===== src/rtl/timebase_pkg.sv =====
// Shared defaults and timer state encoding for the microsecond timebase.
package timebase_pkg;

    localparam int unsigned US_PER_MS_DEF = 1000;
    localparam int unsigned MS_PER_S_DEF  = 1000;
    localparam int unsigned GAP_MAX_DEF   = 127;
    localparam int unsigned TMR_W_DEF     = 16;

    typedef enum logic {
        TMR_IDLE = 1'b0,
        TMR_RUN  = 1'b1
    } tmr_state_e;

endpackage : timebase_pkg


===== src/rtl/us_timebase_if.sv =====
// Control/status bundle of us_timebase.
//   master: drives pluse_us, tmr_load, tmr_val, tmr_periodic, tmr_stop, lost_clr
//   slave : drives us_cnt, pluse_ms, pluse_s, tmr_busy, tmr_expire, us_lost
interface us_timebase_if
    import timebase_pkg::*;
#(
    parameter int unsigned TMR_W = TMR_W_DEF
) ();

    logic             pluse_us;
    logic             tmr_load;
    logic [TMR_W-1:0] tmr_val;
    logic             tmr_periodic;
    logic             tmr_stop;
    logic             lost_clr;

    logic [31:0]      us_cnt;
    logic             pluse_ms;
    logic             pluse_s;
    logic             tmr_busy;
    logic             tmr_expire;
    logic             us_lost;

    modport master (
        output pluse_us, tmr_load, tmr_val, tmr_periodic, tmr_stop, lost_clr,
        input  us_cnt, pluse_ms, pluse_s, tmr_busy, tmr_expire, us_lost
    );

    modport slave (
        input  pluse_us, tmr_load, tmr_val, tmr_periodic, tmr_stop, lost_clr,
        output us_cnt, pluse_ms, pluse_s, tmr_busy, tmr_expire, us_lost
    );

endinterface : us_timebase_if


===== src/rtl/strobe_div.sv =====
// Mod-N counter advanced by i_en; o_wrap_c flags the enabled cycle that wraps
// N-1 -> 0 so a following stage can chain on it in the same cycle.
//   clk_sys, rst_n : clock, async active-low reset
//   i_en           : count enable
//   o_wrap_c       : combinational wrap strobe
module strobe_div
    import timebase_pkg::*;
#(
    parameter int unsigned N = US_PER_MS_DEF
) (
    input  logic clk_sys,
    input  logic rst_n,
    input  logic i_en,
    output logic o_wrap_c
);

    localparam int unsigned CW = (N > 1) ? $clog2(N) : 1;
    localparam logic [CW-1:0] LAST = CW'(N - 1);

    logic [CW-1:0] r_cnt;

    assign o_wrap_c = i_en && (r_cnt == LAST);

    // Division counter
    always_ff @(posedge clk_sys or negedge rst_n) begin
        if (!rst_n) begin
            r_cnt <= '0;
        end else if (o_wrap_c) begin
            r_cnt <= '0;
        end else if (i_en) begin
            r_cnt <= r_cnt + CW'(1);
        end
    end

endmodule : strobe_div


===== src/rtl/us_timebase.sv =====
// Microsecond timebase: free-running us count, ms/s strobes, one-shot or
// periodic countdown timer, and a sticky alarm for a missing pluse_us.
//   clk_sys, rst_n : clock, async active-low reset
//   bus (slave)    : pluse_us/timer/alarm controls in; count, strobes, status out
module us_timebase
    import timebase_pkg::*;
#(
    parameter int unsigned US_PER_MS = US_PER_MS_DEF,
    parameter int unsigned MS_PER_S  = MS_PER_S_DEF,
    parameter int unsigned TMR_W     = TMR_W_DEF,
    parameter int unsigned GAP_MAX   = GAP_MAX_DEF
) (
    input  logic          clk_sys,
    input  logic          rst_n,
    us_timebase_if.slave  bus
);

    localparam int unsigned GW = (GAP_MAX > 0) ? $clog2(GAP_MAX + 1) : 1;
    localparam logic [GW-1:0] GAP_LAST = GW'(GAP_MAX);

    tmr_state_e       r_state;
    tmr_state_e       w_state_nxt;
    logic [TMR_W-1:0] r_remain;
    logic [TMR_W-1:0] w_remain_nxt;
    logic [TMR_W-1:0] r_reload;
    logic [TMR_W-1:0] w_reload_nxt;
    logic             r_periodic;
    logic             w_periodic_nxt;
    logic             r_expire;
    logic             w_expire_nxt;
    logic             r_busy;

    logic [31:0]      r_us_cnt;
    logic             r_pluse_ms;
    logic             r_pluse_s;
    logic [GW-1:0]    r_gap;
    logic             r_lost;

    logic             w_ms_wrap;
    logic             w_s_wrap;

    // ms stage counts pluse_us; s stage chains on the ms wrap in the same cycle
    strobe_div #(.N(US_PER_MS)) u_ms_div (
        .clk_sys  (clk_sys),
        .rst_n    (rst_n),
        .i_en     (bus.pluse_us),
        .o_wrap_c (w_ms_wrap)
    );

    strobe_div #(.N(MS_PER_S)) u_s_div (
        .clk_sys  (clk_sys),
        .rst_n    (rst_n),
        .i_en     (w_ms_wrap),
        .o_wrap_c (w_s_wrap)
    );

    // Timer next-state: load > stop > countdown; a zero-length load is a no-op
    always_comb begin
        w_state_nxt    = r_state;
        w_remain_nxt   = r_remain;
        w_reload_nxt   = r_reload;
        w_periodic_nxt = r_periodic;
        w_expire_nxt   = 1'b0;

        if (bus.tmr_load) begin
            if (bus.tmr_val != '0) begin
                w_state_nxt    = TMR_RUN;
                w_remain_nxt   = bus.tmr_val;
                w_reload_nxt   = bus.tmr_val;
                w_periodic_nxt = bus.tmr_periodic;
            end
        end else if (bus.tmr_stop) begin
            w_state_nxt = TMR_IDLE;
        end else if ((r_state == TMR_RUN) && bus.pluse_us) begin
            if (r_remain > TMR_W'(1)) begin
                w_remain_nxt = r_remain - TMR_W'(1);
            end else begin
                w_expire_nxt = 1'b1;
                if (r_periodic) begin
                    w_remain_nxt = r_reload;
                end else begin
                    w_state_nxt  = TMR_IDLE;
                    w_remain_nxt = '0;
                end
            end
        end
    end

    // Timer state register
    always_ff @(posedge clk_sys or negedge rst_n) begin
        if (!rst_n) begin
            r_state    <= TMR_IDLE;
            r_remain   <= '0;
            r_reload   <= '0;
            r_periodic <= 1'b0;
            r_expire   <= 1'b0;
            r_busy     <= 1'b0;
        end else begin
            r_state    <= w_state_nxt;
            r_remain   <= w_remain_nxt;
            r_reload   <= w_reload_nxt;
            r_periodic <= w_periodic_nxt;
            r_expire   <= w_expire_nxt;
            r_busy     <= (w_state_nxt == TMR_RUN);
        end
    end

    // us count, strobes and gap watchdog; a set of us_lost beats a clear
    always_ff @(posedge clk_sys or negedge rst_n) begin
        if (!rst_n) begin
            r_us_cnt   <= '0;
            r_pluse_ms <= 1'b0;
            r_pluse_s  <= 1'b0;
            r_gap      <= '0;
            r_lost     <= 1'b0;
        end else begin
            r_pluse_ms <= w_ms_wrap;
            r_pluse_s  <= w_s_wrap;

            if (bus.pluse_us) begin
                r_us_cnt <= r_us_cnt + 32'd1;
            end

            if (bus.pluse_us) begin
                r_gap <= '0;
            end else if (r_gap != GAP_LAST) begin
                r_gap <= r_gap + GW'(1);
            end

            if (r_gap == GAP_LAST) begin
                r_lost <= 1'b1;
            end else if (bus.lost_clr) begin
                r_lost <= 1'b0;
            end
        end
    end

    assign bus.us_cnt     = r_us_cnt;
    assign bus.pluse_ms   = r_pluse_ms;
    assign bus.pluse_s    = r_pluse_s;
    assign bus.tmr_busy   = r_busy;
    assign bus.tmr_expire = r_expire;
    assign bus.us_lost    = r_lost;

endmodule : us_timebase


===== src/flat_wrapper.sv =====
// flat-port wrapper written by rule: the top's interface ports become plain ports
module us_timebase_flat import timebase_pkg::*;
#(
    parameter int unsigned US_PER_MS = US_PER_MS_DEF,
    parameter int unsigned MS_PER_S  = MS_PER_S_DEF,
    parameter int unsigned TMR_W     = TMR_W_DEF,
    parameter int unsigned GAP_MAX   = GAP_MAX_DEF
)
  (clk_sys, rst_n, bus_pluse_us, bus_tmr_load, bus_tmr_val, bus_tmr_periodic, bus_tmr_stop, bus_lost_clr, bus_us_cnt, bus_pluse_ms, bus_pluse_s, bus_tmr_busy, bus_tmr_expire, bus_us_lost);
  us_timebase_if #(.TMR_W(TMR_W)) bus_i ();
  input  logic clk_sys;
  input  logic rst_n;
  input wire logic [$bits(bus_i.pluse_us)-1:0] bus_pluse_us;
  input wire logic [$bits(bus_i.tmr_load)-1:0] bus_tmr_load;
  input wire logic [$bits(bus_i.tmr_val)-1:0] bus_tmr_val;
  input wire logic [$bits(bus_i.tmr_periodic)-1:0] bus_tmr_periodic;
  input wire logic [$bits(bus_i.tmr_stop)-1:0] bus_tmr_stop;
  input wire logic [$bits(bus_i.lost_clr)-1:0] bus_lost_clr;
  output wire logic [$bits(bus_i.us_cnt)-1:0] bus_us_cnt;
  output wire logic [$bits(bus_i.pluse_ms)-1:0] bus_pluse_ms;
  output wire logic [$bits(bus_i.pluse_s)-1:0] bus_pluse_s;
  output wire logic [$bits(bus_i.tmr_busy)-1:0] bus_tmr_busy;
  output wire logic [$bits(bus_i.tmr_expire)-1:0] bus_tmr_expire;
  output wire logic [$bits(bus_i.us_lost)-1:0] bus_us_lost;
  assign bus_i.pluse_us = bus_pluse_us;
  assign bus_i.tmr_load = bus_tmr_load;
  assign bus_i.tmr_val = bus_tmr_val;
  assign bus_i.tmr_periodic = bus_tmr_periodic;
  assign bus_i.tmr_stop = bus_tmr_stop;
  assign bus_i.lost_clr = bus_lost_clr;
  assign bus_us_cnt = bus_i.us_cnt;
  assign bus_pluse_ms = bus_i.pluse_ms;
  assign bus_pluse_s = bus_i.pluse_s;
  assign bus_tmr_busy = bus_i.tmr_busy;
  assign bus_tmr_expire = bus_i.tmr_expire;
  assign bus_us_lost = bus_i.us_lost;
  us_timebase #(.US_PER_MS(US_PER_MS), .MS_PER_S(MS_PER_S), .TMR_W(TMR_W), .GAP_MAX(GAP_MAX)) u_core (.clk_sys(clk_sys), .rst_n(rst_n), .bus(bus_i));
endmodule

===== config.mk =====
export PLATFORM = sky130hd
export DESIGN_NAME = us_timebase_flat
export DESIGN_NICKNAME = d
export VERILOG_FILES = /design/src/rtl/timebase_pkg.sv /design/src/rtl/us_timebase_if.sv /design/src/rtl/strobe_div.sv /design/src/rtl/us_timebase.sv /design/src/flat_wrapper.sv
export SDC_FILE = /design/constraint.sdc
export NUM_CORES = 1
export LEC_CHECK = 0
export CAP_MARGIN = 20
export CORE_ASPECT_RATIO = 0.75
export CORE_UTILIZATION = 40
export CTS_BUF_LIST = sky130_fd_sc_hd__clkbuf_8
export CTS_CLUSTER_DIAMETER = 200
export DETAILED_ROUTE_END_ITERATION = 6
export GPL_ROUTABILITY_DRIVEN = 0
export SLEW_MARGIN = 25
export SYNTH_ARGS = -nofsm -noshare
export SYNTH_HDL_FRONTEND = slang
export SYNTH_HIERARCHICAL = 1
export SYNTH_SLANG_ARGS = --single-unit

===== constraint.sdc =====
create_clock -name clk_sys -period 5.9 [get_ports clk_sys]
set_input_delay 0.59 -clock clk_sys [delete_from_list [all_inputs] [get_ports clk_sys]]
set_output_delay 0.59 -clock clk_sys [all_outputs]
set_load 0.05 [all_outputs]

* Word level (Yosys, flattened, before mapping)
Cells that the tools add are included.
Widths: inputs -> output; s select.
** Word-level totals
- Output and inout port bits :: 37
- Input bits :: 23
- Logic and storage cells :: 63
- Flip-flop bits (word level) :: 97
** Operators by class
- Equal/unequal tests :: 8
- Muxes and demuxes :: 24
- Magnitude comparators :: 1
- Reductions and logical operators :: 13
- $add $sub $neg :: 5
** Operators by type and width (number)
- $mux 16 :: 6
- $mux 10 :: 4
- $add 32x1->32 const B :: 1
- $add 10x1->10 const B :: 2
- $eq 10x10->1 const B :: 2
- $gt 16x1->1 const B :: 1
- $reduce_bool 16->1 :: 1
- $sub 16x1->16 const B :: 1
- $mux 7 :: 2
- $mux 1 :: 12
- $reduce_bool 2->1 :: 5
- $add 7x1->7 const B :: 1
- $eq 7x7->1 const B :: 1
- $ne 7x7->1 const B :: 1
- $ne 3x3->1 const B :: 2
- $reduce_and 4->1 :: 1
- $logic_and 1x1->1 :: 3
- $reduce_and 3->1 :: 1
- $reduce_bool 3->1 :: 1
- $ne 2x1->1 const B :: 1
- $ne 2x2->1 const B :: 1
- $reduce_and 2->1 :: 1

* Longest topological paths before layout
Gate-level depths: netlist of run 1.
- Depth after elaboration :: 5
- Gate-level depth with buffers :: 9
- Depth with buffers taken out :: 7

* Hierarchy
Netlist of run 1, hierarchy kept.
** Modules (own cells, without submodules)
- us_timebase :: times used 1, area an instance 3811.2 sq um, sequential area each 1926.8 sq um, cells an instance 376
- strobe_div :: times used 2, area an instance 513.0 sq um, sequential area each 250.2 sq um, cells an instance 51

* Worst setup path before layout of run 1
OpenSTA, ideal clock, no wires.
- Path kind :: register to register
- Start point :: reg u_core.r_us_cnt[0] (netlist: u_core/bus.us_cnt[0])
- End point :: reg u_core.r_us_cnt[30] (netlist: u_core/bus.us_cnt[30])
- Setup time :: 0.082 ns
- Path slack :: 3.640 ns
- Data arrival time :: 2.178 ns
- Path buffers :: 0
- Clock period less this slack :: 2.260 ns
- Required time :: 5.818 ns
- Cell stages (with the launch flop) :: 7
- Cell sequence :: dfrtp_1 ha_1 nand4_1 nor4_1 nand4_1 nor2_1 xor2_1
** Between the ends
- Longest elaborated chain between the ends :: 1
** RTL lines
- start: declaration :: line us_timebase.sv:33 : logic [31:0] r_us_cnt;
- start signal: assignment :: line us_timebase.sv:121 : r_us_cnt <= r_us_cnt + 32'd1;
- $add 32x1->32 :: line us_timebase.sv:121
No other way between the ends.
A chain may end at the register's enable or synchronous reset.

==> out/qor.log, run 1 <==
qor: status.outcome complete, no violations
qor: final_layout.insertedDiodeCount 0
qor: final_layout.multi_input_logic_area 2280 sq um
qor: global_route.grt_busiest_layer met1
qor: synth.yosys.area_share.xor_xnor 0.0905
qor: critical_path.crit_path_max_fanout 24
qor: placement.port-buffer-count 59
qor: sta.worst-slew-pin-transition 916 ps
qor: critical_path.required 6180 ps
qor: critical_path.register_to_register_setup_slack 3460 ps
qor: clock_tree.postCtsSetupRepairBufs 0
qor: clock_tree.clock_path_buffers 2
qor: synth.post_synth_and_or_nand_nor_area_fraction 0.222
qor: clock_tree.cts_root_buf sky130_fd_sc_hd__clkbuf_8
qor: synth.syn_inst 478
qor: sta.timing.max_slew.rel_slack 0.382
qor: final_layout.instances_no_fill 698
qor: critical_path.crit_path_start_kind input port
qor: floorplan.std_cell_rows 34
qor: job.max_cap_violations 0
qor: synth.ys.warnings.count 6
qor: sta.total_neg_setup_slack 0 ps
qor: final_layout.areaGrowthSynthToFinish 18.8%
qor: final_layout.layout-drive-gt1-share 0.0672
qor: synth.synth_top_family_by_area simple AND/OR/NAND/NOR gates
qor: synth.synth_seq_area_share 0.502
qor: critical_path.worstSetupPathType in -> reg
qor: route.drtAntennaViolNets 0
qor: clock_tree.cts_hold_buf 0
qor: global_route.grt_first_pass_wirelength 18600 microns
qor: final_layout.fin_util 0.491
qor: global_route.grt_antenna_before_repair 0
qor: sta.finalHoldViolCount 0
qor: synth.synth_async_reset_ratio 1.00
qor: power_and_ir_drop.sw_frac_of_total 0.322
qor: worst_hold_path.timing.hold.worst.class in -> async
qor: final_layout.nNetsFinal 562
qor: power_and_ir_drop.power_density 277 nW/um^2
qor: sta.final_max_tran_viols 0
qor: global_route.met2_usage 0.274
qor: clock_tree.post_cts_resized 0
qor: placement.place_hpwl 7530 microns
qor: clock_tree.number_of_buffers_created_by_cts 9
qor: power_and_ir_drop.clock_power_share 0.275
qor: route.wl 11100 microns
qor: floorplan.x_dimension_of_the_die 129 microns
qor: clock_tree.clock-sinks 97
qor: synth.synth_fa_ha_area_frac 0.0155
qor: placement.dp.cells 684
qor: power_and_ir_drop.ir_drop 246 uV
qor: clock_tree.clock_tree.htree_level_count 3
qor: critical_path.timing.critical_path.arrival 3430 ps
qor: sta.hold_slack 125 ps
qor: synth.synthDistinctLibCells 65
qor: synth.post_synth.cell_area_avg 10.1 sq um
qor: synth.synthesis.nets 507
qor: global_route.globalRouteMet1Util 0.280
qor: clock_tree.clkSlewWorstSetupHoldPaths 90 ps
qor: floorplan.effective_utilization_at_floorplan 0.413
qor: floorplan.floorplan.die.height 97.2 microns
qor: synth.synth-edff-count 0
qor: final_layout.area.sequential 2430 sq um
qor: global_route.grt.total_usage 0.188
qor: power_and_ir_drop.net_load_switching_power 512 uW
qor: global_route.via_count_of_the_first_global_routing_pass 3600
qor: global_route.grtUsageMet3 0.0424
qor: power_and_ir_drop.power.combinational.fraction 0.208
qor: route.detailedRoute.firstIterationViolations 257
qor: synth.synth.mux.area_fraction 0.0166
qor: power_and_ir_drop.p_int 1.08 mW
qor: clock_tree.cts_tree built
qor: floorplan.ios 60
qor: synth.netlist_area 4840 sq um
qor: route.viasPerCell 5.35
qor: sta.finalSetupViolCount 0
qor: global_route.gr-total-overflow 0
qor: route.vias 3735
qor: route.drc_errors 0
qor: final_layout.final.fill_count 1069
qor: sta.fmax 317 MHz
qor: floorplan.core_region_area 11700 sq um
qor: critical_path.worst_setup_path_end_kind register
qor: power_and_ir_drop.seq_pwr_share 0.516
qor: synth.dominantRegCellSynth sky130_fd_sc_hd__dfrtp_1
qor: route.detail_route.first_pass.iterations 4
qor: synth.fraction_of_the_mapped_netlist_area_in_compound_gates 0.126
qor: floorplan.fp.dieArea 12500 sq um
qor: power_and_ir_drop.leakage_power_total 2.45 nW
qor: sta.finalWorstPathRequiredPeriod 3150 ps
qor: route.route.detailed.wl_per_inst 15.9 microns
qor: sta.fin_crit_sh 0.534
qor: clock_tree.worstSkewPairLatency 360 ps
qor: global_route.grt_start_max_net_pins 76
qor: sta.clock-skew-final 9.41 ps
qor: sta.setup_repair_after_global_routing_missed_its_margin no
qor: synth.ys_ff_latch 97
-- cell usage after synthesis, types with 3 or more instances --
cell type / n / area share
sky130_fd_sc_hd__buf_2: 7 / 0.0072
sky130_fd_sc_hd__o22a_1: 5 / 0.0091
sky130_fd_sc_hd__a22oi_1: 5 / 0.0078
sky130_fd_sc_hd__a31oi_1: 11 / 0.014
sky130_fd_sc_hd__inv_1: 10 / 0.0078
sky130_fd_sc_hd__nand2_1: 79 / 0.061
sky130_fd_sc_hd__nor2_1: 33 / 0.026
sky130_fd_sc_hd__o21a_1: 3 / 0.0047
sky130_fd_sc_hd__and4_1: 8 / 0.014
sky130_fd_sc_hd__nor3_1: 3 / 0.0031
sky130_fd_sc_hd__a21oi_1: 12 / 0.012
sky130_fd_sc_hd__clkbuf_1: 6 / 0.0047
sky130_fd_sc_hd__ha_1: 6 / 0.016
sky130_fd_sc_hd__mux2_2: 4 / 0.0093
sky130_fd_sc_hd__nor4_1: 8 / 0.010
sky130_fd_sc_hd__and3_1: 7 / 0.0091
sky130_fd_sc_hd__nor3b_1: 3 / 0.0047
sky130_fd_sc_hd__o21ai_0: 17 / 0.018
sky130_fd_sc_hd__a22o_1: 3 / 0.0054
sky130_fd_sc_hd__xnor2_1: 31 / 0.056
sky130_fd_sc_hd__or4_1: 8 / 0.012
sky130_fd_sc_hd__nand3_1: 16 / 0.017
sky130_fd_sc_hd__and2_1: 4 / 0.0052
sky130_fd_sc_hd__or3_1: 3 / 0.0039
sky130_fd_sc_hd__o31ai_1: 8 / 0.012
sky130_fd_sc_hd__nand4_1: 14 / 0.018
sky130_fd_sc_hd__xor2_1: 19 / 0.034
sky130_fd_sc_hd__dfrtp_1: 97 / 0.50
-- registers in the layout, summed over array words and instances (netlist names) --
signal                 cells
u_core/bus.us_cnt         32
u_core/r_reload           16
u_core/r_remain           16
u_core/u_ms_div/r_cnt     10
u_core/u_s_div/r_cnt      10
u_core/r_gap               7
u_core/bus.pluse_ms        1
u_core/bus.pluse_s         1
u_core/bus.tmr_busy        1
u_core/bus.tmr_expire      1
u_core/bus.us_lost         1
u_core/r_periodic          1
-- cells by family after synthesis --
logic type,count (synthesis)
compound gates,87
xor+xnor,50
fa+ha+maj,6
buf+inv,27
flops,97
mux,7
simple gates,204
-- final timing paths --
check / start / cells past startpoint / endpoint
max in group asynchronous: rst_n / 2 / u_core/u_ms_div/r_cnt[2]
setup reg to reg: u_core/bus.us_cnt[0] / 6 / u_core/bus.us_cnt[28]
min in group clk_sys: u_core/bus.us_cnt[31] / 1 / u_core/bus.us_cnt[31]
hold / removal: rst_n / 1 / u_core/u_s_div/r_cnt[7]
hold reg to reg: u_core/bus.us_cnt[31] / 1 / u_core/bus.us_cnt[31]
setup / recovery: bus_pluse_us / 6 / u_core/bus.us_cnt[28]
-- critical path, stage by stage --
cell	delay [ps]
sky130_fd_sc_hd__clkdlybuf4s50_1	1010
sky130_fd_sc_hd__nand4_1	290
sky130_fd_sc_hd__nor4_1	790
sky130_fd_sc_hd__nand4_1	370
sky130_fd_sc_hd__nor2_1	210
sky130_fd_sc_hd__xor2_1	170
-- stage by stage --
step | total power [mW] | instance area (sq um) | setup slack [ps]
2_1_floorplan | 1.04 | 4840 | 3640
3_3_place_gp | 1.16 | 5550 | 2480
3_5_place_dp | 1.16 | 5550 | 2380
4_1_cts | 1.61 | 5740 | 2760
5_1_grt | 1.67 | 5740 | 2490
6_report | 1.59 | 5740 | 2750
-- layout make-up --
| class | count | share of cell area |
|---|---|---|
| Sequential cell | 97 | 0.423 |
| Clock buffer | 11 | 0.0264 |
| Timing Repair Buffer | 61 | 0.106 |
| Multi-Input combinational cell | 354 | 0.396 |
| Clock inverter | 3 | 0.00741 |
| Tap cell | 162 | 0.0353 |
| Inverter | 10 | 0.00653 |
-- routing by layer --
metal,wire length [microns],vias up,share of wire
li1,-,1826,-
met2,4800,84,0.43
met1,5650,1819,0.51
met4,84,0,0.0075
met3,590,6,0.053
met5,0,-,0
-- power groups by stage --
stage               Sequential, mW  Combinational (mW)  Clock [mW]
CTS                          0.820               0.334       0.452
global placement             0.830               0.327           0
floorplan                    0.888               0.147           0
global route                 0.832               0.361       0.481
finish                       0.820               0.331       0.437
detailed placement           0.832               0.331           0
-- placed cells by master, fill, tap and decap left out, drive strengths merged, types with 10 or more instances in the layout --
cell type,instances
dfrtp,97
nand2,80
clkdlybuf4s50,58
nor2,35
xnor2,31
xor2,19
o21ai,19
nand3,16
nand4,16
a21oi,12
clkbuf,11
inv,11
a31oi,11
nor4,10
(Power assumes the default switching activity.)
==> inputs of run 2 (changes only) <==
- clock period: 5.9 -> 2.8 ns (I/O delays scaled with it)
==> out/qor.log, run 2 (synthesized netlist as in run 1, its figures left out) <==
qor: sta.setup_repair_after_global_routing_missed_its_margin no
qor: route.route.detailed.wl_per_inst 15.8 microns
qor: clock_tree.clock_path_buffers 2
qor: route.drtAntennaViolNets 0
qor: final_layout.instances_no_fill 716
qor: critical_path.crit_path_start_kind input port
qor: route.detailedRoute.firstIterationViolations 240
qor: sta.final_max_tran_viols 0
qor: clock_tree.worstSkewPairLatency 360 ps
qor: clock_tree.cts_tree built
qor: power_and_ir_drop.leakage_power_total 2.55 nW
qor: floorplan.x_dimension_of_the_die 129 microns
qor: floorplan.ios 60
qor: sta.timing.max_slew.rel_slack 0.514
qor: clock_tree.post_cts_resized 0
qor: route.drc_errors 0
qor: placement.dp.cells 699
qor: critical_path.crit_path_max_fanout 9
qor: sta.finalWorstPathRequiredPeriod 2200 ps
qor: clock_tree.cts_root_buf sky130_fd_sc_hd__clkbuf_8
qor: power_and_ir_drop.seq_pwr_share 0.486
qor: critical_path.timing.critical_path.arrival 2440 ps
qor: sta.fmax 455 MHz
qor: final_layout.areaGrowthSynthToFinish 22.6%
qor: power_and_ir_drop.p_int 2.43 mW
qor: sta.fin_crit_sh 0.785
qor: global_route.grt.total_usage 0.194
qor: sta.finalSetupViolCount 0
qor: route.wl 11300 microns
qor: route.vias 3785
qor: global_route.grt_first_pass_wirelength 19100 microns
qor: clock_tree.clkSlewWorstSetupHoldPaths 90 ps
qor: floorplan.floorplan.die.height 97.2 microns
qor: global_route.via_count_of_the_first_global_routing_pass 3736
qor: critical_path.required 3050 ps
qor: floorplan.fp.dieArea 12500 sq um
qor: floorplan.std_cell_rows 34
qor: floorplan.effective_utilization_at_floorplan 0.413
qor: route.viasPerCell 5.29
qor: clock_tree.clock_tree.htree_level_count 3
qor: job.max_cap_violations 0
qor: power_and_ir_drop.power_density 600 nW/um^2
qor: final_layout.mostFrequentLayoutCell sky130_fd_sc_hd__dfrtp_1
qor: clock_tree.postCtsSetupRepairBufs 0
qor: global_route.grt_antenna_before_repair 0
qor: global_route.gr-total-overflow 0
qor: worst_hold_path.timing.hold.worst.class in -> reg
qor: placement.place_hpwl 7890 microns
qor: power_and_ir_drop.power.combinational.fraction 0.199
qor: final_layout.final_cell_mix sky130_fd_sc_hd__dfrtp_1, sky130_fd_sc_hd__nand2_1, sky130_fd_sc_hd__clkdlybuf4s50_1
qor: clock_tree.number_of_buffers_created_by_cts 9
qor: power_and_ir_drop.net_load_switching_power 1.13 mW
qor: sta.worst-slew-pin-transition 730 ps
qor: sta.hold_slack 473 ps
qor: placement.port-buffer-count 59
qor: final_layout.final.fill_count 1070
qor: floorplan.core_region_area 11700 sq um
qor: final_layout.nNetsFinal 578
qor: sta.total_neg_setup_slack 0 ps
qor: route.detail_route.first_pass.iterations 4
qor: critical_path.worstSetupPathType in -> reg
qor: clock_tree.clock-sinks 97
qor: final_layout.insertedDiodeCount 0
qor: status.outcome complete, no violations
qor: global_route.grt_start_max_net_pins 52
qor: power_and_ir_drop.clock_power_share 0.315
qor: critical_path.worst_setup_path_end_kind register
qor: power_and_ir_drop.sw_frac_of_total 0.316
qor: final_layout.layout-drive-gt1-share 0.0975
qor: final_layout.largest_register_ffs 32
qor: sta.clock-skew-final 7.11 ps
qor: sta.finalHoldViolCount 0
qor: power_and_ir_drop.ir_drop 622 uV
==> run 2: cell count changes in the layout (fill, tap and decap cells not counted), sizes merged <==
cell	change
buf	+15
bufinv	+2
clkbuf	-2
clkinvlp	+1
dlygate4sd3	+1
inv	+1
==> run 2: final timing paths <==
kind	from	to	slack, ps	cells after the start
worst min register to register	u_core/bus.us_cnt[31]	u_core/bus.us_cnt[31]	490	1
worst min-delay path	bus_lost_clr	u_core/bus.us_lost	470	2
max in group asynchronous	rst_n	u_core/bus.us_cnt[9]	1610	3
min in group asynchronous	rst_n	u_core/u_s_div/r_cnt[8]	500	2
worst max register to register	u_core/r_remain[4]	u_core/r_remain[0]	650	5
worst max-delay path	bus_tmr_val[2]	u_core/r_remain[5]	600	6
==> run 2: cell type report <==
cell class | count | area [sq um] | area share
timing repair buffer | 77 | 738 | 0.124
inverter | 10 | 37.5 | 0.00633
clock buffer | 9 | 124 | 0.0209
multi-input combinational | 354 | 2280 | 0.384
sequential | 97 | 2430 | 0.409
clock inverter | 7 | 126 | 0.0213
tap | 162 | 203 | 0.0342
==> run 2: power by group through the flow <==
stage / Clock (mW) / Combinational, mW / Sequential [mW]
after floorplan: 0 / 0.310 / 1.87
after global placement: 0 / 0.698 / 1.75
after detailed placement: 0 / 0.708 / 1.75
after CTS: 1.16 / 0.712 / 1.73
after global routing: 1.21 / 0.776 / 1.76
final: 1.12 / 0.707 / 1.73
==> run 2: critical path, stage by stage <==
cell and delay, ps:
sky130_fd_sc_hd__clkdlybuf4s50_1 450, sky130_fd_sc_hd__or4_1 580, sky130_fd_sc_hd__o41a_1 600, sky130_fd_sc_hd__buf_4 250, sky130_fd_sc_hd__a22oi_1 180, sky130_fd_sc_hd__o21ai_0 100
==> run 2: timing repair <==
| action | CTS | global route |
|---|---|---|
| hold buffers | 1 | 0 |
| hold endpoints to repair | 50 | 0 |
| endpoints found under the setup margin | 0 | 0 |
==> run 2: per-stage QoR <==
step                      power (mW)  instance area (sq um)   util  setup WS [ps]
after floorplan                 2.18                   4840      -            540
after global placement          2.45                   5670  0.485            227
after detailed placement        2.46                   5670  0.485            219
after CTS                       3.60                   5930  0.507            618
after global routing            3.75                   5930  0.507            509
final                           3.56                   5930  0.507            603
==> run 2: routing by layer <==
layer / track usage / up-vias / share of wire
li1: - / 1852 / -
met1: 0.284 / 1824 / 0.49
met2: 0.288 / 102 / 0.43
met3: 0.0518 / 7 / 0.069
met4: 0.0353 / 0 / 0.0064
met5: 0 / - / 0
==> inputs of run 3 (changes only) <==
- clock period: 2.8 -> 1.9 ns (I/O delays scaled with it)
==> out/qor.log, run 3 (synthesized netlist as in run 1, its figures left out) <==
qor: status.outcome finished, violations left
qor: status.violations negative setup slack
qor: critical_path.worst_setup_path_end_kind register
qor: final_layout.nNetsFinal 653
qor: sta.total_neg_setup_slack -2.50 ps
qor: floorplan.fp.dieArea 12500 sq um
qor: global_route.grt_first_pass_wirelength 20700 microns
qor: clock_tree.cts_tree built
qor: global_route.grt.total_usage 0.210
qor: power_and_ir_drop.ir_drop 481 uV
qor: power_and_ir_drop.leakage_power_total 3.06 nW
qor: floorplan.core_region_area 11700 sq um
qor: placement.dp.cells 756
qor: final_layout.layout-drive-gt1-share 0.266
qor: clock_tree.worstSkewPairLatency 360 ps
qor: route.detail_route.first_pass.iterations 4
qor: route.detailedRoute.firstIterationViolations 248
qor: global_route.via_count_of_the_first_global_routing_pass 4147
qor: final_layout.mostFrequentLayoutCell sky130_fd_sc_hd__dfrtp_1
qor: sta.fin_crit_sh 1.00
qor: worst_hold_path.timing.hold.worst.class in -> reg
qor: sta.hold_slack 136 ps
qor: placement.place_hpwl 8930 microns
qor: clock_tree.number_of_buffers_created_by_cts 9
qor: global_route.grt_antenna_before_repair 0
qor: sta.setup_ws -2.50 ps
qor: sta.clock-skew-final 7.99 ps
qor: route.route.detailed.wl_per_inst 15.8 microns
qor: job.max_cap_violations 0
qor: critical_path.crit_path_start_kind register
qor: sta.finalWorstPathRequiredPeriod 1900 ps
qor: final_layout.insertedDiodeCount 0
qor: placement.port-buffer-count 59
qor: sta.worst-slew-pin-transition 762 ps
qor: sta.timing.max_slew.rel_slack 0.492
qor: route.viasPerCell 5.23
qor: sta.finalHoldViolCount 0
qor: clock_tree.clock_tree.htree_level_count 3
qor: final_layout.largest_register_ffs 32
qor: floorplan.ios 60
qor: sta.fmax 526 MHz
qor: final_layout.final_cell_mix sky130_fd_sc_hd__dfrtp_1, sky130_fd_sc_hd__buf_4, sky130_fd_sc_hd__nand2_1
qor: route.drc_errors 0
qor: critical_path.timing.critical_path.arrival 2150 ps
qor: floorplan.x_dimension_of_the_die 129 microns
qor: route.vias 4135
qor: sta.setup_repair_after_global_routing_missed_its_margin yes
qor: clock_tree.clkSlewWorstSetupHoldPaths 90 ps
qor: critical_path.required 2150 ps
qor: critical_path.crit_path_max_fanout 6
qor: floorplan.effective_utilization_at_floorplan 0.413
qor: clock_tree.clock_path_buffers 2
qor: clock_tree.cts_root_buf sky130_fd_sc_hd__clkbuf_8
qor: clock_tree.clock-sinks 97
qor: final_layout.areaGrowthSynthToFinish 38.7%
qor: floorplan.floorplan.die.height 97.2 microns
qor: sta.final_max_tran_viols 0
qor: power_and_ir_drop.power_density 811 nW/um^2
qor: final_layout.instances_no_fill 790
qor: global_route.grt_start_max_net_pins 40
qor: global_route.gr-total-overflow 0
qor: route.drtAntennaViolNets 0
qor: route.wl 12500 microns
qor: final_layout.fin_util 0.574
qor: critical_path.worstSetupPathType reg -> reg
qor: sta.finalSetupViolCount 1
qor: floorplan.std_cell_rows 34
[run 3: layer usage]
metal	part of all wire	wire [microns]	vias up	global-route usage
li1	-	-	2004	-
met1	0.49	6130	2023	0.312
met2	0.46	5700	95	0.316
met3	0.042	524	13	0.0369
met4	0.010	127	0	0.0534
met5	0	0	-	0
[run 3: worst paths after layout]
kind | from | end | slack, ps | cells past startpoint
max | u_core/r_remain[9] | u_core/bus.tmr_busy | -3 | 6
min | bus_tmr_val[0] | u_core/r_reload[0] | 140 | 3
max reg2reg | u_core/r_remain[9] | u_core/bus.tmr_busy | -3 | 6
min reg2reg | u_core/bus.us_cnt[26] | u_core/bus.us_cnt[26] | 490 | 1
max in group asynchronous | rst_n | u_core/r_remain[9] | 1100 | 3
min in group asynchronous | rst_n | u_core/bus.pluse_ms | 280 | 2
[run 3: layout make-up]
cell class / count / area (sq um)
Multi-Input combinational cell: 354 / 2460
Inverter: 10 / 37.5
Sequential cell: 97 / 2440
Timing Repair Buffer: 152 / 1350
Clock inverter: 4 / 68.8
Clock buffer: 11 / 151
Tap cell: 162 / 203
Fill cell: 1027 / 4990
[run 3: per-stage QoR]
step	instance area, sq um	total power, mW	worst slack [ps]
final	6710	5.44	-2.50
after CTS	6460	5.37	0.811
after detailed placement	6170	3.85	-563
after global routing	6710	5.71	-77.6
after global placement	6170	3.82	-517
after floorplan	4900	3.25	-10.9
[run 3: worst max-delay path: stages, from the launching register on]
cell and delay, ps:
sky130_fd_sc_hd__dfrtp_2 440, sky130_fd_sc_hd__nor4_4 340, sky130_fd_sc_hd__and4b_2 390, sky130_fd_sc_hd__and2_4 260, sky130_fd_sc_hd__buf_12 130, sky130_fd_sc_hd__a31oi_1 80, sky130_fd_sc_hd__o22a_1 170
[run 3: where the power goes]
part	switching (mW)	internal, mW	total [mW]	leakage [nW]
Sequential	0.246	2.28	2.53	1.24
Combinational	0.775	0.640	1.42	1.71
Clock	0.694	0.801	1.49	0.117
[run 3: what timing repair did]
action	in CTS	in global routing
resized for setup	27	36
endpoints found under the setup margin	28	26
hold endpoints to repair	22	0
setup buffers	2	15
pin swaps	5	25
cloned	1	0
hold buffers	1	0
